===== src/rtl/keypad_entry_if.sv =====
// Keypad entry signal bundle: raw switch/button inputs and the registered strobe/digit outputs.
interface keypad_entry_if;
    logic [3:0] sw;
    logic       btn_enter;
    logic       btn_lock;
    logic [3:0] x;
    logic       enter;
    logic       lock;
    logic [7:0] seven_segment_data;
    logic [3:0] seven_segment_enable;

    modport master (
        output sw, btn_enter, btn_lock,
        input  x, enter, lock, seven_segment_data, seven_segment_enable
    );

    modport slave (
        input  sw, btn_enter, btn_lock,
        output x, enter, lock, seven_segment_data, seven_segment_enable
    );
endinterface


===== src/rtl/keypad_entry.sv =====
// Keypad entry: synchronizes raw inputs, debounces enter/lock, and latches the digit on enter.
// Define KEYPAD_ECHO_EN to drive the entered digit onto the seven-segment display.
module keypad_entry #(
    parameter int unsigned DEBOUNCE_CYCLES = 16
) (
    input logic           clk,
    input logic           reset_n,
    keypad_entry_if.slave bus
);
    localparam int unsigned CntW = $clog2(DEBOUNCE_CYCLES) + 1;
    localparam logic [CntW-1:0] CntLast = CntW'(DEBOUNCE_CYCLES - 1);
    localparam logic [CntW-1:0] CntMax  = '1;

    typedef enum logic [1:0] {Released, PressWait, Pressed, ReleaseWait} deb_state_e;

    // Index 0 is the enter button, index 1 the lock button.
    logic [3:0] sw_meta, sw_sync;
    logic [1:0] btn_meta, btn_sync;

    always_ff @(posedge clk or negedge reset_n) begin
        if (!reset_n) begin
            sw_meta  <= '0;
            sw_sync  <= '0;
            btn_meta <= '0;
            btn_sync <= '0;
        end else begin
            sw_meta  <= bus.sw;
            sw_sync  <= sw_meta;
            btn_meta <= {bus.btn_lock, bus.btn_enter};
            btn_sync <= btn_meta;
        end
    end

    deb_state_e      state_q [2];
    deb_state_e      state_d [2];
    logic [CntW-1:0] cnt_q   [2];
    logic [CntW-1:0] cnt_d   [2];
    logic [1:0]      fire;

    always_comb begin
        fire = '0;
        for (int i = 0; i < 2; i++) begin
            state_d[i] = state_q[i];
            cnt_d[i]   = cnt_q[i];
            unique case (state_q[i])
                Released: begin
                    if (btn_sync[i]) begin
                        state_d[i] = PressWait;
                        cnt_d[i]   = '0;
                    end
                end
                PressWait: begin
                    if (!btn_sync[i]) begin
                        state_d[i] = Released;
                        cnt_d[i]   = '0;
                    end else if (cnt_q[i] == CntLast) begin
                        state_d[i] = Pressed;
                        cnt_d[i]   = '0;
                        fire[i]    = 1'b1;
                    end else if (cnt_q[i] != CntMax) begin
                        cnt_d[i] = cnt_q[i] + CntW'(1);
                    end
                end
                Pressed: begin
                    if (!btn_sync[i]) begin
                        state_d[i] = ReleaseWait;
                        cnt_d[i]   = '0;
                    end
                end
                ReleaseWait: begin
                    if (btn_sync[i]) begin
                        state_d[i] = Pressed;
                        cnt_d[i]   = '0;
                    end else if (cnt_q[i] == CntLast) begin
                        state_d[i] = Released;
                        cnt_d[i]   = '0;
                    end else if (cnt_q[i] != CntMax) begin
                        cnt_d[i] = cnt_q[i] + CntW'(1);
                    end
                end
                default: begin
                    state_d[i] = Released;
                    cnt_d[i]   = '0;
                end
            endcase
        end
    end

    always_ff @(posedge clk or negedge reset_n) begin
        if (!reset_n) begin
            for (int i = 0; i < 2; i++) begin
                state_q[i] <= Released;
                cnt_q[i]   <= '0;
            end
        end else begin
            for (int i = 0; i < 2; i++) begin
                state_q[i] <= state_d[i];
                cnt_q[i]   <= cnt_d[i];
            end
        end
    end

    // Lock wins a same-cycle collision; the digit is only taken on a real enter.
    logic       accept_enter;
    logic [3:0] x_q;
    logic       enter_q, lock_q;

    assign accept_enter = fire[0] & ~fire[1];

    always_ff @(posedge clk or negedge reset_n) begin
        if (!reset_n) begin
            x_q     <= '0;
            enter_q <= 1'b0;
            lock_q  <= 1'b0;
        end else begin
            enter_q <= accept_enter;
            lock_q  <= fire[1];
            if (accept_enter) begin
                x_q <= sw_sync;
            end
        end
    end

    assign bus.x     = x_q;
    assign bus.enter = enter_q;
    assign bus.lock  = lock_q;

`ifdef KEYPAD_ECHO_EN
    function automatic logic [7:0] hex_glyph(input logic [3:0] d);
        unique case (d)
            4'h0: hex_glyph = 8'hC0;
            4'h1: hex_glyph = 8'hF9;
            4'h2: hex_glyph = 8'hA4;
            4'h3: hex_glyph = 8'hB0;
            4'h4: hex_glyph = 8'h99;
            4'h5: hex_glyph = 8'h92;
            4'h6: hex_glyph = 8'h82;
            4'h7: hex_glyph = 8'hF8;
            4'h8: hex_glyph = 8'h80;
            4'h9: hex_glyph = 8'h90;
            4'hA: hex_glyph = 8'h88;
            4'hB: hex_glyph = 8'h83;
            4'hC: hex_glyph = 8'hC6;
            4'hD: hex_glyph = 8'hA1;
            4'hE: hex_glyph = 8'h86;
            default: hex_glyph = 8'h8E;
        endcase
    endfunction

    // x only changes on an accepted enter, so decoding it tracks each entry.
    assign bus.seven_segment_data   = hex_glyph(x_q);
    assign bus.seven_segment_enable = 4'b1110;
`else
    assign bus.seven_segment_data   = 8'hFF;
    assign bus.seven_segment_enable = 4'b1111;
`endif
endmodule

===== src/flat_wrapper.sv =====
// flat-port wrapper written by rule: the top's interface ports become plain ports
module keypad_entry_flat 
#(
    parameter int unsigned DEBOUNCE_CYCLES = 16
)
  (clk, reset_n, bus_sw, bus_btn_enter, bus_btn_lock, bus_x, bus_enter, bus_lock, bus_seven_segment_data, bus_seven_segment_enable);
  keypad_entry_if bus_i ();
  input logic clk;
  input logic reset_n;
  input wire logic [$bits(bus_i.sw)-1:0] bus_sw;
  input wire logic [$bits(bus_i.btn_enter)-1:0] bus_btn_enter;
  input wire logic [$bits(bus_i.btn_lock)-1:0] bus_btn_lock;
  output wire logic [$bits(bus_i.x)-1:0] bus_x;
  output wire logic [$bits(bus_i.enter)-1:0] bus_enter;
  output wire logic [$bits(bus_i.lock)-1:0] bus_lock;
  output wire logic [$bits(bus_i.seven_segment_data)-1:0] bus_seven_segment_data;
  output wire logic [$bits(bus_i.seven_segment_enable)-1:0] bus_seven_segment_enable;
  assign bus_i.sw = bus_sw;
  assign bus_i.btn_enter = bus_btn_enter;
  assign bus_i.btn_lock = bus_btn_lock;
  assign bus_x = bus_i.x;
  assign bus_enter = bus_i.enter;
  assign bus_lock = bus_i.lock;
  assign bus_seven_segment_data = bus_i.seven_segment_data;
  assign bus_seven_segment_enable = bus_i.seven_segment_enable;
  keypad_entry #(.DEBOUNCE_CYCLES(DEBOUNCE_CYCLES)) u_core (.clk(clk), .reset_n(reset_n), .bus(bus_i));
endmodule

===== config.mk =====
export PLATFORM = sky130hd
export DESIGN_NAME = keypad_entry_flat
export DESIGN_NICKNAME = d
export VERILOG_FILES = /design/src/rtl/keypad_entry_if.sv /design/src/rtl/keypad_entry.sv /design/src/flat_wrapper.sv
export SDC_FILE = /design/constraint.sdc
export NUM_CORES = 1
export LEC_CHECK = 0
export CORE_UTILIZATION = 45
export CTS_CLUSTER_DIAMETER = 30
export DETAILED_ROUTE_END_ITERATION = 8
export GPL_TIMING_DRIVEN = 0
export PLACE_DENSITY = 0.75
export REMOVE_ABC_BUFFERS = 1
export SLEW_MARGIN = 20
export SYNTH_ARGS = -nofsm -noshare
export SYNTH_HDL_FRONTEND = slang
export SYNTH_SLANG_ARGS = --single-unit

===== constraint.sdc =====
create_clock -name clk -period 2 [get_ports clk]
set_input_delay 0.3 -clock clk [delete_from_list [all_inputs] [get_ports clk]]
set_output_delay 0.3 -clock clk [all_outputs]
set_load 0.1 [all_outputs]

==> results.ini <==
[sta]
rsz0062_at_grt = no
fin_crit_ps = 1860
slew_viol_final = 0
period_share = 0.931
fin_skew_ps = 8.03
hold_violations = 0
relSlewSlack = 0.359
tightest_slew_ps = 965
clock.fmax_mhz = 537
tns_ps = 0
setup_viol = 0

[route]
drt_iter0_markers = 48
vias_per_cell = 5.04
wl_per_cell_um = 13.3
ant_nets = 0
drt_wl_total_um = 2170
firstDrtPassIters = 6
drt_drc_violations_left = 6
vias = 821

[global_route]
grt_pass1_vias = 855
grt_use_total = 0.160
grt_max_degree = 33
grt_pass1_wl_um = 3850
grt-ovfl-total = 0
antenna_found_initial = 0

[clock_network]
worstSkewPairLatency_ps = 330
h-tree-depth = 2
cts_buffers = 5
clock_path_buffers = 2
hold_buffers = 0
clk_pin_slew_ps = 100
cts_tree = done
clockRootBuffer = clkbuf_4
cts.sinks = 32

[placement]
portBuffers = 13
gp_congestion = 0.821
hpwlAfterDp_um = 1610

[cells_and_area]
antennaDiodeCount = 0
fill_cells = 240
final_common_cell = dfrtp_1
final_cell_mix = 32 x dfrtp_1, 13 x nand2_1, 12 x conb_1
drive_gt1_frac = 0.144
finalNetCount = 141
syn_to_final_growth_pct = 12.4

[critical_path]
cp-end-kind = primary output
crit_arrival_ps = 1560
crit_chain = dlygate4sd2_1
path_delay_family = buffers and inverters
critical-path-max-stage-delay_ps = 870
worst_setup_path_start_kind = flop
crit_type = flop to primary output
cp_max_fo = 2
cp_slowest_cell = dlygate4sd2_1
required_ps = 1700
cp_num_buf_inv = 1

[logic_synthesis]
ys_ff_latch = 32
synthCells = 112
synth.avg_cell_area_um2 = 12.2
synth_cell_type_count = 31
syn_area_mm2 = 0.00137
yosysWarnings = 0
yosysSeqAreaShare = 0.587

[die]
initial_core_util = 0.487
core-area_mm2 = 0.00281
die-area_mm2 = 0.00326
die-height_um = 57.1
io_pins = 26
die_w_um = 57.1
rows = 19

[hold_path]
worstHoldPathType = input port to asynchronous set/reset pin

[flow_run]
maxCapViolCount = 0

[status]
status = finished with violations
violations = design-rule violations

[pwr]
fin_total_pwr_mw = 1.22
leakagePower_nw = 0.726
power_density_mw_per_mm2 = 794
max-vdd-ir-drop_mv = 0.403

-- per-stage QoR --
step / hold WS (ps) / area (um^2) / cells / utilization / setup slack, ps
after floorplan: 4.41 / 1320 / 111 / - / 410
after global placement: 333 / 1490 / 155 / 0.529 / 102
after detailed placement: 335 / 1480 / 155 / 0.528 / 203
after CTS: 22.4 / 1530 / 163 / 0.547 / 110
after global routing: 57.9 / 1530 / 163 / 0.547 / 87.3
final: 7.38 / 1530 / 163 / 0.547 / 138
-- cell families (layout without fill, tap and decap cells) --
group | count (synthesis) | in the layout | share of synthesized area
compound gates | 17 | 17 | 0.0871
simple gates | 35 | 35 | 0.144
other cells | 1 | 12 | 0.00275
xor+xnor | 2 | 2 | 0.0128
fa+ha+maj | 2 | 2 | 0.0183
flops | 32 | 32 | 0.587
buf+inv | 15 | 24 | 0.0742
mux | 8 | 8 | 0.0742
-- worst reg2reg max path: cells and delay by family, from the launching register on --
| kind | cells | cell delay [ps] |
|---|---|---|
| AOI/OAI and AO/OA | 1 | 180 |
| adders and majority gates | 1 | 270 |
| muxes | 1 | 320 |
| DFF | 1 | 410 |
| and+or+nand+nor | 2 | 450 |
-- flip-flops by register name, indices dropped and copies added (netlist names), named ones only --
name	count
u_core.state_q	2
u_core.sw_meta	4
u_core.bus.lock	1
u_core.bus.enter	1
u_core.bus.x	4
u_core.cnt_q	10
u_core.sw_sync	4
u_core.btn_sync	2
u_core.btn_meta	2
-- path summary, 6_finish.rpt --
path / start / endpoint / slack, ps / depth (start not counted)
max in group asynchronous: reset_n / u_core.bus.lock / 1550 / 1
hold reg to reg: u_core.btn_meta[0] / u_core.btn_sync[0] / 350 / 0
setup / recovery: u_core.bus.x[1] / bus_x[1] / 140 / 1
hold / removal: reset_n / u_core.sw_meta[3] / 7 / 1
min in group clk: u_core.btn_meta[0] / u_core.btn_sync[0] / 350 / 0
setup reg to reg: u_core.cnt_q[0] / u_core.bus.x[1] / 270 / 5
-- repair_timing --
item | 4_1_cts | 5_1_grt
setup buffers | 0 | 0
gates resized for setup | 6 | 0
setup endpoints to repair | 6 | 0
-- routing by layer --
| metal | vias to the layer above | part of all wire | wire length [um] | GRT usage |
|---|---|---|---|---|
| met2 | 26 | 0.50 | 1100 | 0.262 |
| li1 | 401 | - | - | - |
| met3 | 4 | 0.056 | 121 | 0.0635 |
| met5 | - | 0 | 0 | 0 |
| met4 | 0 | 0.012 | 27 | 0.0627 |
| met1 | 390 | 0.43 | 928 | 0.189 |
-- cell type report --
cell class | instances | area [um^2] | share of cell area
clock inverter | 2 | 10.0 | 0.00653
tap | 31 | 38.8 | 0.0253
clock buffer | 6 | 51.3 | 0.0334
inverter | 3 | 11.3 | 0.00734
sequential | 32 | 801 | 0.522
timing repair buffer | 13 | 118 | 0.0767
multi-input combinational | 76 | 504 | 0.329
-- cell usage after synthesis --
cell / count / area [um^2]
nand2_1: 13 / 48.8
buf_4: 12 / 90.1
mux2_4: 4 / 60.1
o21a_1: 1 / 7.51
nand3_4: 1 / 17.5
and3_2: 2 / 15.0
mux2_2: 1 / 11.3
o22ai_1: 3 / 18.8
a31oi_1: 1 / 6.26
and2_0: 1 / 6.26
nand2b_1: 2 / 12.5
nor3b_1: 1 / 7.51
nor4bb_1: 1 / 10.0
nor2_1: 6 / 22.5
dfrtp_1: 32 / 801
ha_1: 2 / 25.0
o32ai_1: 1 / 8.76
and3_1: 1 / 6.26
inv_1: 3 / 11.3
a31oi_4: 1 / 21.3
a21oi_1: 2 / 10.0
mux2i_1: 3 / 30.0
nand3_1: 5 / 25.0
nor2b_1: 1 / 6.26
a22oi_1: 1 / 7.51
xor2_1: 1 / 8.76
a22o_1: 1 / 8.76
o21ai_0: 6 / 30.0
nor3b_4: 1 / 18.8
xnor2_1: 1 / 8.76
conb_1: 1 / 3.75
-- report_power, final --
part | internal (mW) | switching [mW] | leakage [nW]
registers | 0.668 | 0.0156 | 0.412
logic | 0.0273 | 0.129 | 0.276
clock network | 0.167 | 0.212 | 0.0380
total | 0.862 | 0.356 | 0.726
No activity file was read; power rests on OpenSTA's default activity.
